--- config.mk ---
export PLATFORM = sky130hd
export DESIGN_NAME = rr_lock_arbiter
export DESIGN_NICKNAME = d
export VERILOG_FILES = /design/src/rtl/rr_lock_arbiter.sv
export SDC_FILE = /design/constraint.sdc
export NUM_CORES = 1
export LEC_CHECK = 0
export CAP_MARGIN = 20
export CORE_MARGIN = 2
export CORE_UTILIZATION = 46
export CTS_BUF_LIST = sky130_fd_sc_hd__clkbuf_8 sky130_fd_sc_hd__clkbuf_16
export DETAILED_ROUTE_END_ITERATION = 12
export PLACE_DENSITY = 0.71
export SLEW_MARGIN = 20
export SYNTH_ARGS = -nofsm -noshare
export SYNTH_HDL_FRONTEND = slang
export SYNTH_SLANG_ARGS = --single-unit
--- constraint.sdc ---
create_clock -name clk -period 3.1 [get_ports clk]
set_input_delay 0.93 -clock clk [delete_from_list [all_inputs] [get_ports clk]]
set_output_delay 0.93 -clock clk [all_outputs]
set_load 0.02 [all_outputs]
--- src/rtl/rr_lock_arbiter.sv ---
// Round-robin arbiter with a locked grant: the owner holds the resource until
// it pulses done, drops req, or runs out of its MAX_HOLD cycle budget.
module rr_lock_arbiter #(
  parameter int INPUTS = 4,
  parameter int MAX_HOLD = 16,
  localparam int OWNER_W = $clog2(INPUTS)
) (
  input  logic               clk,
  input  logic               rst_n,
  input  logic [INPUTS-1:0]  req,
  input  logic [INPUTS-1:0]  done,
  output logic [INPUTS-1:0]  grant,
  output logic               busy,
  output logic [OWNER_W-1:0] owner_id,
  output logic               timeout
);

  localparam int HCW = $clog2(MAX_HOLD) + 1;
  localparam logic [0:0] IDLE  = 1'b0;
  localparam logic [0:0] OWNED = 1'b1;

  logic [0:0]         state_q, state_d;
  logic [OWNER_W-1:0] ptr_q, ptr_d;
  logic [HCW-1:0]     hold_q, hold_d;
  logic [INPUTS-1:0]  grant_q, grant_d;
  logic               busy_q, busy_d;
  logic [OWNER_W-1:0] owner_q, owner_d;
  logic               timeout_q, timeout_d;

  logic               own_done, own_req, hit_limit, release_own;
  logic [OWNER_W-1:0] nxt_ptr, win_idle, win_hand;
  logic [INPUTS-1:0]  cand;

  // First set bit of cand, scanning upward from start with wrap-around.
  function automatic logic [OWNER_W-1:0] pick(input logic [INPUTS-1:0] c,
                                              input logic [OWNER_W-1:0] start);
    logic [OWNER_W-1:0] w;
    logic               f;
    int                 idx;
    w = '0;
    f = 1'b0;
    for (int i = 0; i < INPUTS; i++) begin
      idx = (int'(start) + i) % INPUTS;
      if (!f && c[idx]) begin
        f = 1'b1;
        w = OWNER_W'(idx);
      end
    end
    return w;
  endfunction

  assign own_done    = done[owner_q];
  assign own_req     = req[owner_q];
  assign hit_limit   = (hold_q == HCW'(MAX_HOLD - 1));
  assign release_own = own_done | ~own_req | hit_limit;
  assign nxt_ptr     = (owner_q == OWNER_W'(INPUTS - 1)) ? '0 : owner_q + 1'b1;
  // The releasing owner is masked so it cannot win back its own slot.
  assign cand        = req & ~(INPUTS'(1) << owner_q);
  assign win_idle    = pick(req, ptr_q);
  assign win_hand    = pick(cand, nxt_ptr);

  always_comb begin
    state_d   = state_q;
    ptr_d     = ptr_q;
    hold_d    = hold_q;
    grant_d   = grant_q;
    owner_d   = owner_q;
    timeout_d = 1'b0;
    case (state_q)
      IDLE: begin
        if (|req) begin
          grant_d = INPUTS'(1) << win_idle;
          owner_d = win_idle;
          hold_d  = '0;
          state_d = OWNED;
        end
      end
      default: begin
        if (!release_own) begin
          hold_d = hold_q + 1'b1;
        end else begin
          ptr_d     = nxt_ptr;
          timeout_d = hit_limit & ~own_done & own_req;
          if (|cand) begin
            grant_d = INPUTS'(1) << win_hand;
            owner_d = win_hand;
            hold_d  = '0;
          end else begin
            grant_d = '0;
            state_d = IDLE;
          end
        end
      end
    endcase
    busy_d = |grant_d;
  end

  always_ff @(posedge clk or negedge rst_n) begin
    if (!rst_n) begin
      state_q   <= IDLE;
      ptr_q     <= '0;
      hold_q    <= '0;
      grant_q   <= '0;
      busy_q    <= 1'b0;
      owner_q   <= '0;
      timeout_q <= 1'b0;
    end else begin
      state_q   <= state_d;
      ptr_q     <= ptr_d;
      hold_q    <= hold_d;
      grant_q   <= grant_d;
      busy_q    <= busy_d;
      owner_q   <= owner_d;
      timeout_q <= timeout_d;
    end
  end

  assign grant    = grant_q;
  assign busy     = busy_q;
  assign owner_id = owner_q;
  assign timeout  = timeout_q;

endmodule

After elaboration in Yosys (flattened, before gate mapping)
Index checks and enable logic that the tools add are counted.

storage, ports and cells
  flip-flop bits (word level) = 16
  output and inout port bits = 8
  logic and storage cells = 130

operators by class
  add/subtract/negate cells = 8
  magnitude comparators = 9
  eq/ne operators = 5
  shifts and indexed selects = 3
  mux-type cells = 59
  bitwise operators = 14
  reductions and logical operators = 25

operator list
  operator                                                                       count
  1-bit 2-to-1 mux                                                               28
  2-bit 2-to-1 mux                                                               13
  3-bit by 4-bit less-than comparator with 1-bit output (second input constant)  6
  1-bit binary-select mux with 2-bit select                                      10
  5-bit 2-to-1 mux                                                               4
  4-bit 2-to-1 mux                                                               4
  2-bit OR reduction                                                             6
  4-bit OR reduction                                                             3
  1-bit by 2-bit left shift with 4-bit output (first input constant)             3
  2-bit by 3-bit less-than comparator with 1-bit output (second input constant)  3
  2-bit adder (second input constant)                                            4
  2-bit by 1-bit adder with 2-bit output (second input constant)                 3
  1-bit AND (first input constant)                                               6
  1-bit logical AND                                                              6
  1-bit logical NOT                                                              6
  5-bit by 1-bit adder with 5-bit output (second input constant)                 1
  5-bit by 4-bit == test with 1-bit output (second input constant)               1
  4-bit AND                                                                      1
  2-bit by 1-bit inequality test with 1-bit output (second input constant)       2
  4-bit NOT                                                                      1
  2-bit AND reduction                                                            2
  3-bit by 2-bit inequality test with 1-bit output (second input constant)       1
  3-bit AND reduction                                                            1
  1-bit AND                                                                      2
  4 further kinds                                                                6

Logic depth before layout (Yosys ltp)
Gate-level depths: netlist of the first run.

  word-level depth = 21
  gate-level depth with buffers = 8
  depth with buffers taken out = 8

Worst setup path after synthesis of the first run
Ideal clock, no wire load.

  path type = input port to flip-flop
  from = input done[0]
  to = register busy_q, in the netlist busy
  arrival time = 2.317 ns
  data required time = 2.952 ns
  setup slack = 0.635 ns
  stages on the path = 6
  path buffers = 0
  path through = nand2b_1 mux4_2 o21ai_4 nor3_1 a222oi_1 nand4_1

between the ends
  longest elaborated chain between the ends = 7

RTL lines
  what                                       line  text
  start, declared                            11    input logic [INPUTS-1:0] done,
  1-bit binary-select mux with 2-bit select  52    assign own_done = done[owner_q];
  1-bit 2-to-1 mux (implied by the code)     52
  1-bit bitwise OR (2 in series)             55    assign release_own = own_done | ~own_req | hit_limit;
  4-bit 2-to-1 mux                           79    if (!release_own) begin
  4-bit 2-to-1 mux                           69    case (state_q)
  4-bit OR reduction                         95    busy_d = |grant_d;
  named net busy_d                           26    logic busy_q, busy_d;
  end signal, assigned                       112   busy_q <= busy_d;
  end, declared                              26

The timed path passes the listed nets, and every way through them passes these cells. The select of a mux whose other input is x is not followed.
A chain may end at the register's enable or synchronous reset.

Worst setup path in the final report of the first run
  from = input req[3]
  to = register busy_q, in the netlist busy

between the ends
  longest elaborated chain between the ends = 18
  elaborated cells on any way between the ends = 63

RTL lines
  what                                         line  text
  start, declared                              10    input logic [INPUTS-1:0] req,
  4-bit AND                                    58    assign cand = req & ~(INPUTS'(1) << owner_q);
  1-bit binary-select mux with 2-bit select    44    if (!f && c[idx]) begin
  1-bit 2-to-1 mux (implied by the code)       44
  1-bit 2-to-1 mux                             44
  1-bit logical NOT                            44
  1-bit logical AND                            44
  1-bit 2-to-1 mux                             44
  1-bit logical NOT                            44
  [3 not listed]                               n/a
  1-bit logical AND                            44
  2-bit 2-to-1 mux                             44
  1-bit by 2-bit left shift with 4-bit output  85    grant_d = INPUTS'(1) << win_hand;
  4-bit 2-to-1 mux                             84    if (|cand) begin
  4-bit 2-to-1 mux                             79
  4-bit 2-to-1 mux (*)                         69
  4-bit OR reduction (*)                       95
  named net busy_d                             26

The timed path passes the listed nets; every way through them passes the cells marked *. The select of a mux whose other input is x is not followed.

==> metrics.yaml, run 1 <==
logic_synthesis:
  seq_area_frac_synth: 0.373
  synth.mux.area_fraction: 0.0420
  synth_top_family_by_area: "compound AO/OA/AOI/OAI gates"
  synth-compound-area-share: 0.252
  synthesis.yosys.warnings: 0
  post_synth.cell_area_avg_um2: 9.66
  ys_ff_latch: 16
  syn_nets: 127
  syn_area_um2: 1070
  yosys.area_share.simple: 0.218
  synth-adder-area-share: 0.0700
  syn_inst: 111
  synth-xor-area-share: 0
  yosysUniqueCellTypes: 40
global_routing:
  grt.met3_usage: 0.0286
  grt_pass1_vias: 899
  use_met1: 0.223
  grt_first_pass_wirelength_mm: 3.79
  grt_use_met2: 0.329
  grt_usage: 0.190
  grt_antenna_before_repair: 0
  grt_overflow_total: 0
  grt_max_degree: 17
  grt-busiest-layer: "met2"
job:
  cap_violations: 0
clock_tree:
  cts-root-buf: "clkbuf_8"
  ctsHtreeMaxLevel: 1
  postCtsSetupRepairBufs: 0
  clock_path_buffers: 2
  cts_tree: "yes"
  clk_pin_slew_ps: 60
  postCtsHoldBufs: 0
  ctsResizeCount: 0
  cts_buffers: 3
  clock_sink_count: 16
  insertion_delay_ps: 250
floorplan:
  start_util: 0.485
  row_count: 17
  die_area_um2: 2730
  fp.dieH_um: 52.3
  core_um2: 2210
  io_pins: 18
  dieWidth_um: 52.3
placement:
  place_inst: 159
  placed_cell_area_um2: 1300
  gp_congestion: 0.849
  port_buffers: 17
  hpwl_mm: 1.78
worst_setup_path:
  cp_slowest_stage_delay_ps: 530
  crit_slowest_cell: "mux4_2"
  critical_path_class: "primary input to register"
  cp_data_arrival_time_ps: 2960
  cp_max_fo: 7
  crit_chain: "clkdlybuf4s50_1 > nand2b_1 > mux4_2 > o21ai_4 > nor3b_1 > a222oi_1 > nand4_1"
  cp_top_family: "compound AO/OA/AOI/OAI gates"
  worst_setup_path_end_kind: "register"
  cp-start-kind: "primary input"
  required_ps: 3210
  crit_buf_inv: 1
detailed_routing:
  drcViolationCount: 0
  routedWlPerCell_um: 13.6
  vias: 954
  viasPerCell: 5.85
  firstDrtPassIters: 4
  wl_mm: 2.21
  ant_nets: 0
  first_iter_violations: 40
timing:
  finalCritPeriodShare: 0.919
  fin_worst_skew_ps: 1.36
  max_slew_margin: 0.528
  fin_crit_ps: 2850
  tns_ps: 0
  worst_pin_slew_ps: 707
  max_freq_ghz: 0.351
  setup_viol: 0
  slew_viol_final: 0
  final_hold_viol_count: 0
  rsz0062_at_grt: "no"
finish:
  final_cell_mix: "clkdlybuf4s50_1, dfrtp_1, inv_1"
  utilization: 0.611
  fin_nets: 152
  antenna_cells: 0
  final_cells: 163
  final_common_cell: "clkdlybuf4s50_1"
  fin_area_um2: 1350
  drive_gt1_frac: 0.148
  area_growth_pct: 26.1
pwr:
  power_density_nw_per_um2: 966
  ir_worst_vdd_uv: 550
  leakagePower_nw: 0.596
min_path:
  hold_path_class: "register to register"
outcome:
  status: "finished clean"
## flip-flops by register name, summed over array words and instances (netlist names)
name,flops
hold_q,5
grant,4
owner_id,2
timeout,1
state_q,1
ptr_q,2
busy,1
## worst paths after layout
check	from	end	slack (ps)	cells after the start
max	req[3]	busy$_DFF_PN0_	250	7
min	grant[2]$_DFF_PN0_	grant[2]$_DFF_PN0_	520	2
max reg2reg	owner_id[0]$_DFFE_PN0P_	busy$_DFF_PN0_	740	8
min reg2reg	grant[2]$_DFF_PN0_	grant[2]$_DFF_PN0_	520	2
max in group asynchronous	rst_n	owner_id[0]$_DFFE_PN0P_	1550	1
min in group asynchronous	rst_n	grant[3]$_DFF_PN0_	1110	1
## cells in the mapped netlist
master | count | area, um2
a221oi_1 | 1 | 8.76
nor3b_1 | 1 | 7.51
clkdlybuf4s15_1 | 1 | 10.0
o21ai_1 | 1 | 5.00
nand3_1 | 1 | 5.00
mux2_2 | 2 | 22.5
nor2b_1 | 1 | 6.26
nand4_1 | 1 | 6.26
and2_2 | 1 | 7.51
a211oi_1 | 1 | 7.51
nor3_1 | 2 | 10.0
a31oi_1 | 1 | 6.26
and2b_2 | 4 | 35.0
a21o_1 | 2 | 15.0
a22oi_1 | 1 | 7.51
a311o_1 | 1 | 10.0
nand2b_1 | 6 | 37.5
a32o_1 | 1 | 10.0
o31a_2 | 1 | 10.0
o22ai_1 | 1 | 6.26
o211a_1 | 1 | 10.0
or3_1 | 3 | 18.8
dfrtp_1 | 16 | 400
nor4_4 | 1 | 21.3
and2_1 | 2 | 12.5
nand3b_1 | 2 | 15.0
mux4_2 | 1 | 22.5
a21oi_2 | 1 | 8.76
a221o_1 | 1 | 10.0
o22a_1 | 1 | 8.76
o21a_1 | 2 | 15.0
a21oi_1 | 8 | 40.0
o21ai_4 | 1 | 16.3
and3_1 | 1 | 6.26
inv_1 | 10 | 37.5
nor2_1 | 7 | 26.3
a222oi_1 | 4 | 40.0
o21ai_0 | 7 | 35.0
nand2_1 | 5 | 18.8
ha_1 | 6 | 75.1
## worst reg2reg max path, stage by stage, from the launching register on
cell and delay (ps):
dfrtp_1 440, inv_1 130, ha_1 390, or3_1 330, a21oi_1 150, o22a_1 200, nor3_1 80, a222oi_1 390
nand4_1 130
## where the power goes
group	total (mW)	leakage [nW]	switching, mW	internal, mW
combinational	0.777	0.364	0.414	0.362
sequential	0.350	0.203	0.0670	0.283
clock	0.179	0.0288	0.0668	0.113
total	1.31	0.596	0.548	0.758
## kinds of logic (layout without fill, tap and decap cells)
| group | count (synthesis) | count (layout) |
|---|---|---|
| AO/OA/AOI/OAI | 37 | 37 |
| adder cells (fa/ha/maj) | 6 | 6 |
| flip-flops | 16 | 16 |
| buffers and inverters | 11 | 35 |
| multiplexers | 3 | 3 |
| AND/OR/NAND/NOR | 38 | 38 |
## metal layers
layer	part of all wire	routed length, um
met1	0.41	916
met2	0.52	1150
met3	0.044	97
met5	0	0
met4	0.021	46
## through the flow
step | hold WS (ps) | worst slack (ps) | total power [mW]
global route | 543 | 94.8 | 1.42
detailed placement | 507 | 22.3 | 1.13
finish | 523 | 252 | 1.31
global placement | 505 | 101 | 1.12
floorplan | 485 | 635 | 0.918
CTS | 524 | 270 | 1.31
## layout make-up
type / instances / area (um2)
clock buffer: 4 / 55.1
fill: 213 / 860
inverter: 10 / 37.5
multi-input combinational: 84 / 624
sequential: 16 / 400
tap: 28 / 35.0
timing repair buffer: 21 / 200
No activity file was read; power rests on OpenSTA's default activity.
==> run 2, diff against run 1 <==
Settings changed: ABC_CLOCK_PERIOD_IN_PS set to 2900.
Clock period 3.1 ns to 2.9 ns, I/O delays scaled along.
==> run 2 against run 1 <==
Power up 12%. First-iteration DRC count down 13%. Non-clock buffer count up 4. Clock power up 8%. Via count down 0.21%. Hold slack better by 12 ps. Worst setup slack worse by 72 ps. Clock skew up 0.61 ps. Combinational power up 15%. Sequential power up 7.1%. Sequential cell count unchanged. Routed wire length up 8.1%. Critical endpoint unchanged. Largest cell class unchanged.
==> metrics.yaml, run 2 (synthesis results as in run 1) <==
clock_tree:
  ctsHtreeMaxLevel: 1
  postCtsHoldBufs: 0
  clock_path_buffers: 2
  clock_sink_count: 16
  ctsResizeCount: 0
  cts_tree: "yes"
  cts-root-buf: "clkbuf_8"
  cts_buffers: 3
  clk_pin_slew_ps: 60
  insertion_delay_ps: 250
  postCtsSetupRepairBufs: 0
detailed_routing:
  firstDrtPassIters: 4
  vias: 952
  viasPerCell: 5.70
  routedWlPerCell_um: 14.3
  wl_mm: 2.39
  ant_nets: 0
  first_iter_violations: 35
  drcViolationCount: 0
floorplan:
  core_um2: 2210
  io_pins: 18
  start_util: 0.485
  row_count: 17
  dieWidth_um: 52.3
  fp.dieH_um: 52.3
  die_area_um2: 2730
placement:
  gp_congestion: 0.817
  port_buffers: 17
  place_ws_ps: -66.6
  place_inst: 163
  hpwl_mm: 1.93
  placed_cell_area_um2: 1330
timing:
  finalCritPeriodShare: 0.938
  tns_ps: 0
  hold_slack_ps: 535
  final_hold_viol_count: 0
  max_slew_margin: 0.540
  setup_viol: 0
  fin_ws_ps: 180
  fin_worst_skew_ps: 1.97
  fin_crit_ps: 2720
  max_freq_ghz: 0.368
  worst_pin_slew_ps: 688
  rsz0062_at_grt: "no"
  slew_viol_final: 0
global_routing:
  grt_max_degree: 17
  grt_pass1_vias: 899
  grt_overflow_total: 0
  grt_first_pass_wirelength_mm: 3.86
  grt_usage: 0.195
  grt_antenna_before_repair: 0
worst_setup_path:
  cp_data_arrival_time_ps: 2830
  cp-start-kind: "primary input"
  required_ps: 3010
  critical_path_class: "primary input to register"
  worst_setup_path_end_kind: "register"
  cp_max_fo: 6
finish:
  drive_gt1_frac: 0.173
  nFillCells: 182
  utilization: 0.625
  fin_area_um2: 1380
  seqCellArea_um2: 400
  area_growth_pct: 28.9
  largest_reg_flops: 5
  fin_nets: 156
  top_register: "hold_q"
  antenna_cells: 0
  final_common_cell: "clkdlybuf4s50_1"
  multiInputGateArea_um2: 624
  final_cells: 167
  final_cell_mix: "clkdlybuf4s50_1, dfrtp_1, inv_1"
pwr:
  ir_worst_vdd_uv: 562
  leakagePower_nw: 0.615
  power_density_nw_per_um2: 1060
  finalPower_mw: 1.46
job:
  cap_violations: 0
min_path:
  hold_path_class: "register to register"
outcome:
  status: "finished clean"
==> run 2: path summary, 6_finish.rpt <==
| kind | from | end | slack (ps) | cells after the start |
|---|---|---|---|---|
| min | hold_q[0]$_DFFE_PN0P_ | hold_q[0]$_DFFE_PN0P_ | 530 | 1 |
| min reg2reg | hold_q[0]$_DFFE_PN0P_ | hold_q[0]$_DFFE_PN0P_ | 530 | 1 |
| min in group asynchronous | rst_n | ptr_q[0]$_DFFE_PN0P_ | 1030 | 1 |
| max | req[3] | busy$_DFF_PN0_ | 180 | 7 |
| max in group asynchronous | rst_n | owner_id[0]$_DFFE_PN0P_ | 1430 | 1 |
| max reg2reg | owner_id[0]$_DFFE_PN0P_ | busy$_DFF_PN0_ | 490 | 8 |
==> run 2: report_power, final <==
group          switching [mW]  internal [mW]
logic                   0.465          0.427
clock network          0.0734          0.121
registers              0.0721          0.303
==> run 2: metal layers <==
layer / part of all wire / global-route usage / up-vias
li1: - / - / 469
met1: 0.44 / 0.226 / 453
met2: 0.51 / 0.346 / 25
met3: 0.032 / 0.0343 / 5
met4: 0.016 / 0.0897 / 0
met5: 0 / 0 / -
==> run 2: worst max-delay path, stage by stage <==
cell,delay [ps]
clkdlybuf4s50_1,520
nand2b_1,60
mux4_2,520
o21ai_4,210
nor3b_1,100
a222oi_1,410
nand4_1,140
==> run 2: area by class of cell <==
cell class,instances,share of cell area
multi-input combinational,84,0.452
sequential,16,0.290
timing repair buffer,25,0.167
clock buffer,4,0.0398
inverter,10,0.0271
tap,28,0.0253
==> run 3, diff against run 2 <==
Settings changed: ABC_CLOCK_PERIOD_IN_PS 2900 to 3000, CAP_MARGIN 20 to 10.
Clock period 2.9 ns to 3 ns, I/O delays scaled along.
==> run 3 against run 2 <==
Worst setup slack improved by 48 ps. Clock skew barely moved. Critical path depth did not move. Power fell by 5.4%. Via count fell by 1.1%. Register-to-register slack improved by 70 ps.
==> metrics.yaml, run 3 (synthesis results as in run 1) <==
timing:
  worst_pin_slew_ps: 690
  slew_viol_final: 0
  fin_worst_skew_ps: 1.51
  setup_viol: 0
  max_freq_ghz: 0.361
  tns_ps: 0
  max_slew_margin: 0.538
  rsz0062_at_grt: "no"
  final_hold_viol_count: 0
  fin_crit_ps: 2770
  finalCritPeriodShare: 0.924
detailed_routing:
  firstDrtPassIters: 5
  routedWlPerCell_um: 14.8
  wl_mm: 2.43
  vias: 942
  first_iter_violations: 29
  ant_nets: 0
  drcViolationCount: 0
  viasPerCell: 5.74
finish:
  fin_area_um2: 1360
  final_cells: 164
  top_register: "hold_q"
  antenna_cells: 0
  largest_reg_flops: 5
  fin_nets: 153
  final_common_cell: "clkdlybuf4s50_1"
  drive_gt1_frac: 0.154
  final_cell_mix: "clkdlybuf4s50_1, dfrtp_1, inv_1"
  area_growth_pct: 26.8
pwr:
  combPwrFrac: 0.600
  ir_worst_vdd_uv: 498
  p_int_mw: 0.795
  power_density_nw_per_um2: 1020
  switching_power_mw: 0.587
  p_seq_frac: 0.263
  leakagePower_nw: 0.601
  p_sw_frac: 0.425
  finalPower_mw: 1.38
  clockPowerShare: 0.137
clock_tree:
  cts_buffers: 3
  postCtsHoldBufs: 0
  postCtsSetupRepairBufs: 0
  cts-root-buf: "clkbuf_8"
  insertion_delay_ps: 250
  ctsResizeCount: 0
  clock_sink_count: 16
  cts_tree: "yes"
  clock_path_buffers: 2
  ctsHtreeMaxLevel: 1
  clk_pin_slew_ps: 60
global_routing:
  grt_usage: 0.210
  grt_max_degree: 17
  grt_pass1_vias: 933
  grt_overflow_total: 0
  grt_antenna_before_repair: 0
  grt_first_pass_wirelength_mm: 4.11
worst_setup_path:
  cp-start-kind: "primary input"
  cp_max_fo: 6
  cp_top_family: "compound AO/OA/AOI/OAI gates"
  critical_path_class: "primary input to register"
  cp_slowest_stage_delay_ps: 530
  reg2reg_from: "owner_id[0]$_DFFE_PN0P_"
  ff2ff_path_depth: 8
  r2r-end: "busy$_DFF_PN0_"
  r2r_setup_slack_ps: 560
  cp_data_arrival_time_ps: 2880
  required_ps: 3110
  crit_chain: "clkdlybuf4s50_1 > nand2b_1 > mux4_2 > o21ai_4 > nor3_1 > a222oi_1 > nand4_1"
  crit_buf_inv: 1
  crit_slowest_cell: "clkdlybuf4s50_1"
  worst_setup_path_end_kind: "register"
floorplan:
  core_um2: 2210
  die_area_um2: 2730
  fp.dieH_um: 52.3
  io_pins: 18
  dieWidth_um: 52.3
  row_count: 17
  start_util: 0.485
placement:
  gp_congestion: 0.832
  hpwl_mm: 2.01
  placed_cell_area_um2: 1310
  place_inst: 160
  port_buffers: 17
min_path:
  hold_depth: 2
  hold_start: "grant[2]$_DFF_PN0_"
  hold_path_class: "register to register"
  holdPathEnd: "grant[2]$_DFF_PN0_"
outcome:
  status: "finished clean"
job:
  cap_violations: 0
## run 3: through the flow
stage / hold slack, ps / worst slack (ps) / utilization
finish: 526 / 228 / 0.615
global route: 551 / 102 / 0.615
CTS: 526 / 232 / 0.615
detailed placement: 511 / -28.0 / 0.590
global placement: 504 / 63.2 / 0.590
floorplan: 485 / 565 / -
## run 3: how the worst max path moves through the flow
stage / startpoint / endpoint / slack [ps] / cells past startpoint
floorplan: done[0] / busy$_DFF_PN0_ / 570 / 6
detailed placement: req[3] / busy$_DFF_PN0_ / -30 / 7
CTS: req[3] / busy$_DFF_PN0_ / 230 / 7
global placement: req[3] / busy$_DFF_PN0_ / 60 / 7
global route: req[3] / busy$_DFF_PN0_ / 100 / 7
finish: req[3] / busy$_DFF_PN0_ / 230 / 7
## run 3: tightest hold or removal path, stage by stage (launching register included)
cell and delay, ps:
dfrtp_1 350, a222oi_1 80, inv_1 70
## run 3: metal layers
metal,GRT usage,routed length [um],share of wire
met5,0,0,0
met4,0.103,32,0.013
met3,0.0371,63,0.026
met2,0.392,1310,0.54
met1,0.225,1030,0.42
## run 3: area by class of cell
| class | count | area (um2) |
|---|---|---|
| inverter | 10 | 37.5 |
| multi-input combinational | 84 | 624 |
| clock buffer | 4 | 55.1 |
| sequential | 16 | 400 |
| timing repair buffer | 22 | 208 |
| tap | 28 | 35.0 |
| fill | 194 | 852 |
## run 3: power groups by stage
stage          clock, mW  combinational [mW]  sequential, mW
2_1_floorplan          0               0.555           0.393
3_3_place_gp           0               0.797           0.363
3_5_place_dp           0               0.827           0.368
4_1_cts            0.194               0.828           0.364
5_1_grt            0.204               0.919           0.376
6_report           0.189               0.829           0.363
==> patch 1 (settings of run 3) <==
Make the reset (`rst_n`) synchronous in one clocked block.
--- a/src/rtl/rr_lock_arbiter.sv
+++ b/src/rtl/rr_lock_arbiter.sv
@@ -96,5 +96,5 @@
   end
 
-  always_ff @(posedge clk or negedge rst_n) begin
+  always_ff @(posedge clk) begin
     if (!rst_n) begin
       state_q   <= IDLE;
Check against the original RTL: differs if rst_n is asserted again (counterexample within 4 cycles, from zero or initial values and one cycle with rst_n low); with rst_n held inactive, the same outputs for 4 cycles.
==> patch 1 against run 3 <==
  * First-iteration DRC count is 10% lower
  * Worst hold slack got worse by 0.043 ns
  * Sequential cell count stayed put
  * Routed wire length grew 3.3%
  * Fmax decreased by 0.66%
  * Synthesized area shrank 5.1%
  * Worst setup slack worse by 0.018 ns
  * Cell area is 2.8% lower
  * Critical path type unchanged
  * Critical endpoint is now busy
  * Highest routed layer unchanged
Power is not compared: it rests on default switching activity, and its combinational part moved more than twofold at a synthesized area within 25%.
==> patch 1: results (changes against run 3) <==
power.switching_uw: 230.6
wirelength_um: 2513  # +3.3%
p_leak_uw: 0.0005405
grt_pass1_wl_um: 4291  # +4.5%
met1Wirelength_um: 1189  # +15%
globalRouteMet2Util_pct: 36.15  # -3.0 points
clk_pin_slew_ns: 0.06  # about the same
fill_cells: 193  # -0.52%
fmaxAchievable_ghz: 0.3584  # -0.66%
status: "completed"
diodes: 0  # unchanged
rrSetupSlack_ns: 0.76  # +0.20 ns
gp_congestion: 0.8282  # -0.48%
drive_gt1_share_pct: 9.091  # -6.4 points
largest_register: "hold_q"
dp_slack_ns: -0.01357  # +0.01444 ns
post_drt_wl_per_cell_um: 13.81  # -6.9%
dr_wl_met2_um: 1212  # -7.2%
critical_path.max_stage_delay_ns: 0.55  # +0.02 ns
yosys-top-cells-count: "16 x dfxtp_1, 13 x a21oi_1, 12 x nor2_1"
use_met3_pct: 7.018  # +3.3 points
arrival_ns: 2.91  # +0.03 ns
tightest_slew_ns: 0.4541  # -0.2363 ns
fin_nets: 171  # +12%
whs_endpoint: "hold_q[4]"
startpoint: "req[2]"
ctsResizeCount: 0  # unchanged
placed_area_sq_um: 1267  # -2.9%
routed_via_density: 5.643  # -1.8%
synth-main-ff-cell: "dfxtp_1"
period_share_pct: 93.00  # +0.61 points
ys_seq_area_share_pct: 31.49  # -5.9 points
syn_nets: 144  # +13%
hold_path.startpoint: "hold_q[4]"
drt_iter0_drc: 26  # -10%
async_reset_ff_share_pct: 0  # -100 points
endpoint: "busy"
syn_area_per_cell_sq_um: 7.947  # -18%
grt_max_degree: 13  # -4
grt_util_met1_pct: 26.47  # +4.0 points
worstReg2RegEnd: "busy"
crit_slowest_cell: "clkdlybuf4s50_1"
portBuffers: 17  # unchanged
synthTopCellsByArea: "dfxtp_1 31%, ha_1 7.4%, a21oi_1 6.4%"
reg2regPathDepth: 6  # -2
clock_skew_ns: 0.001508  # -0.000001490 ns
setup-violations-final: 0  # unchanged
wl_met3_um: 93  # +48%
place_inst: 178  # +11%
ir_drop_uv: 488.3
grt_pass1_vias: 1004  # +7.6%
cts_max_level: 1  # unchanged
rr_startpoint: "owner_id[0]"
dr.pass1.iters: 4  # -1
grt_usage_pct: 21.77  # +0.72 points
worstSkewPairLatency_ns: 0.25  # about the same
post-dp-hpwl_um: 1905  # -5.3%
## patch 1: logic make-up (layout without fill, tap and decap cells)
logic type	count (synthesis)	in the layout	share of synthesized area, %
and+or+nand+nor	49	49	25.09
AOI/OAI and AO/OA	41	41	26.08
DFF	16	16	31.49
buffers and inverters	11	37	4.059
adders and majority gates	6	6	7.380
muxes	3	3	4.182
xor gates and xnor gates	2	2	1.722
## patch 1: layout make-up
| class | count | area share (%) |
|---|---|---|
| timing repair buffer | 24 | 16.84 |
| multi-input combinational | 101 | 49.57 |
| inverter | 9 | 2.554 |
| tap | 28 | 2.649 |
| sequential | 16 | 24.22 |
| clock buffer | 4 | 4.163 |
## patch 1: stage by stage
stage                     utilization, %  hold slack (ns)
after global placement             59.00           0.4642
after detailed placement           59.00           0.4715
after global routing               61.56           0.4985
final                              61.56           0.4827
after floorplan                        -           0.4494
after CTS                          61.56           0.4857
==> patch 2 (flow settings as in run 3) <==
Without the edit above. Set the parameter `INPUTS` to 8 (it was 4).
--- a/src/rtl/rr_lock_arbiter.sv
+++ b/src/rtl/rr_lock_arbiter.sv
@@ -2,5 +2,5 @@
 // it pulses done, drops req, or runs out of its MAX_HOLD cycle budget.
 module rr_lock_arbiter #(
-  parameter int INPUTS = 4,
+  parameter int INPUTS = 8,
   parameter int MAX_HOLD = 16,
   localparam int OWNER_W = $clog2(INPUTS)
Interface: changed (resized done, grant, owner_id and req); port bits go from 18 to 31. No check against the original RTL was run, so the function may have changed too.
==> patch 2 against run 3 <==
  * The flow now finishes with violations (negative setup slack)
  * Synthesized area increased to 3.1 times the old value
  * Final cell count rose to 4.0 times the old value
  * Worst setup slack got worse by 0.49 ns
  * Routed wire length rose to 5.4 times the old value
  * Sequential cell count up 6
  * Cell area rose to 3.9 times the old value
  * Fmax shrank 15%
  * Synthesized cell count grew to 3.7 times the old value
  * Critical endpoint is now grant[3]
Power is left out: the tool's default activity adds up to more than one toggle a clock period on the data nets, which glitch-free logic cannot reach.
==> patch 2: results (changes against run 3) <==
status: "finished with violations"
violations: "negative setup slack"
post-dp-hpwl_um: 9624  # +380%
wl_met3_um: 793  # +1200%
portBuffers: 30  # +13
drt_iter0_drc: 243  # +740%
rrSetupSlack_ns: -0.25  # -0.81 ns
drive_gt1_share_pct: 47.77  # +32 points
crit_slowest_cell: "mux4_2"
grt_max_degree: 23  # +6
async_reset_ff_share_pct: 100.0  # unchanged
whs_endpoint: "grant[3]"
globalRouteMet2Util_pct: 57.91  # +19 points
grt_pass1_vias: 4093  # +340%
fin_nets: 592  # +290%
critical_path.max_stage_delay_ns: 0.50  # -0.03 ns
setup_tns_ns: -2.404  # -2.404 ns
synthAdderAreaFrac_pct: 4.464  # -2.5 points
synth_compound_area_share_pct: 29.28  # +4.1 points
synthTopCellsByArea: "dfrtp_1 16%, mux4_2 12%, nand2_1 4.9%"
start_util_pct: 46.87  # -1.6 points
slew_headroom_pct: 57.28  # +3.5 points
ys_seq_area_share_pct: 16.37  # -21 points
synth.distinct_cells: 73  # +83%
grt_util_met1_pct: 39.75  # +17 points
wirelength_um: 13050  # +440%
synth-xor-area-share_pct: 1.563  # +1.6 points
worstReg2RegEnd: "grant[3]"
grt_pass1_wl_um: 20220  # +390%
yosys-top-cells-count: "44 x nand2_1, 27 x nor2_1, 22 x dfrtp_1, 22 x inv_1, 20 x o21ai_0"
worstSkewPairLatency_ns: 0.27  # +0.02 ns
dr.pass1.iters: 4  # -1
setup-violations-final: 11  # +11
met1Wirelength_um: 5161  # +400%
placed_area_sq_um: 4823  # +270%
gp_congestion: 1.008  # +21%
clk_pin_slew_ns: 0.08  # +0.02 ns
clock_skew_ns: 0.005376  # +0.003866 ns
diodes: 0  # unchanged
syn_area_per_cell_sq_um: 8.263  # -14%
root_buffer: "clkbuf_8"
hold_path.startpoint: "grant[3]"
reg2regPathDepth: 12  # +4
grt_usage_pct: 32.67  # +12 points
place_inst: 638  # +300%
cp_max_fo: 7  # +1
muxShareOfSynthArea_pct: 19.94  # +16 points
routed_via_density: 6.309  # +9.8%
dp_slack_ns: -0.8340  # -0.8060 ns
use_met3_pct: 3.786  # +0.071 points
arrival_ns: 3.44  # +0.56 ns
dr_wl_met2_um: 6549  # +400%
syn_nets: 437  # +240%
dr_total_vias: 4164  # +340%
hold_slack_ns: 0.5233  # -0.002710 ns
layout_setup_ws_ns: -0.2582  # -0.4866 ns
## patch 2: changes by cell type in the layout (fill, tap and decap cells not counted), moves of 9 or more
cell      before  now
nand3_1        1   10
nand2_1        5   42
buf_4          5  133
mux4_2         1   19
o211ai_1       0    9
nor2_1         7   24
o21ai_0        7   16
nor3_1         2   12
## patch 2: final cells by class
| class | count | area, sq um |
|---|---|---|
| well taps | 99 | 123.9 |
| clock inverters | 1 | 30.03 |
| repair buffers | 176 | 1434 |
| fillers | 507 | 1821 |
| inverters | 24 | 100.1 |
| flip-flops and latches | 22 | 554.3 |
| multi-input cells | 335 | 3072 |
| clock buffers | 3 | 41.29 |
## patch 2: worst max-delay path: cells and delay by family
family | cells | cell delay [ns]
mux | 2 | 0.77
simple gates | 4 | 0.62
buf+inv | 4 | 0.63
compound gates | 3 | 0.52
## patch 2: kinds of logic after synthesis
kind of cell / Yosys count
AND/OR/NAND/NOR: 148
AO/OA/AOI/OAI: 128
buffers and inverters: 50
multiplexers: 41
flip-flops: 22
adder cells (fa/ha/maj): 12
XOR/XNOR: 6
## patch 2: how the worst max path moves through the flow
stage	startpoint	to	slack, ns	depth (start not counted)
global route	owner_id[0]	grant[0]	-0.40	12
CTS	owner_id[1]	grant[2]	-0.18	11
global placement	req[7]	grant[3]	-0.83	11
finish	req[5]	grant[3]	-0.26	13
detailed placement	req[7]	grant[2]	-0.83	11
floorplan	ptr_q[0]	grant[2]	-0.02	14
## patch 2: timing repair
| action | CTS | global route |
|---|---|---|
| endpoints found under the setup margin | 17 | 13 |
| pin swaps | 16 | 16 |
| gates cloned | 3 | 0 |
| buffers inserted | 11 | 4 |
| resized for setup | 65 | 27 |
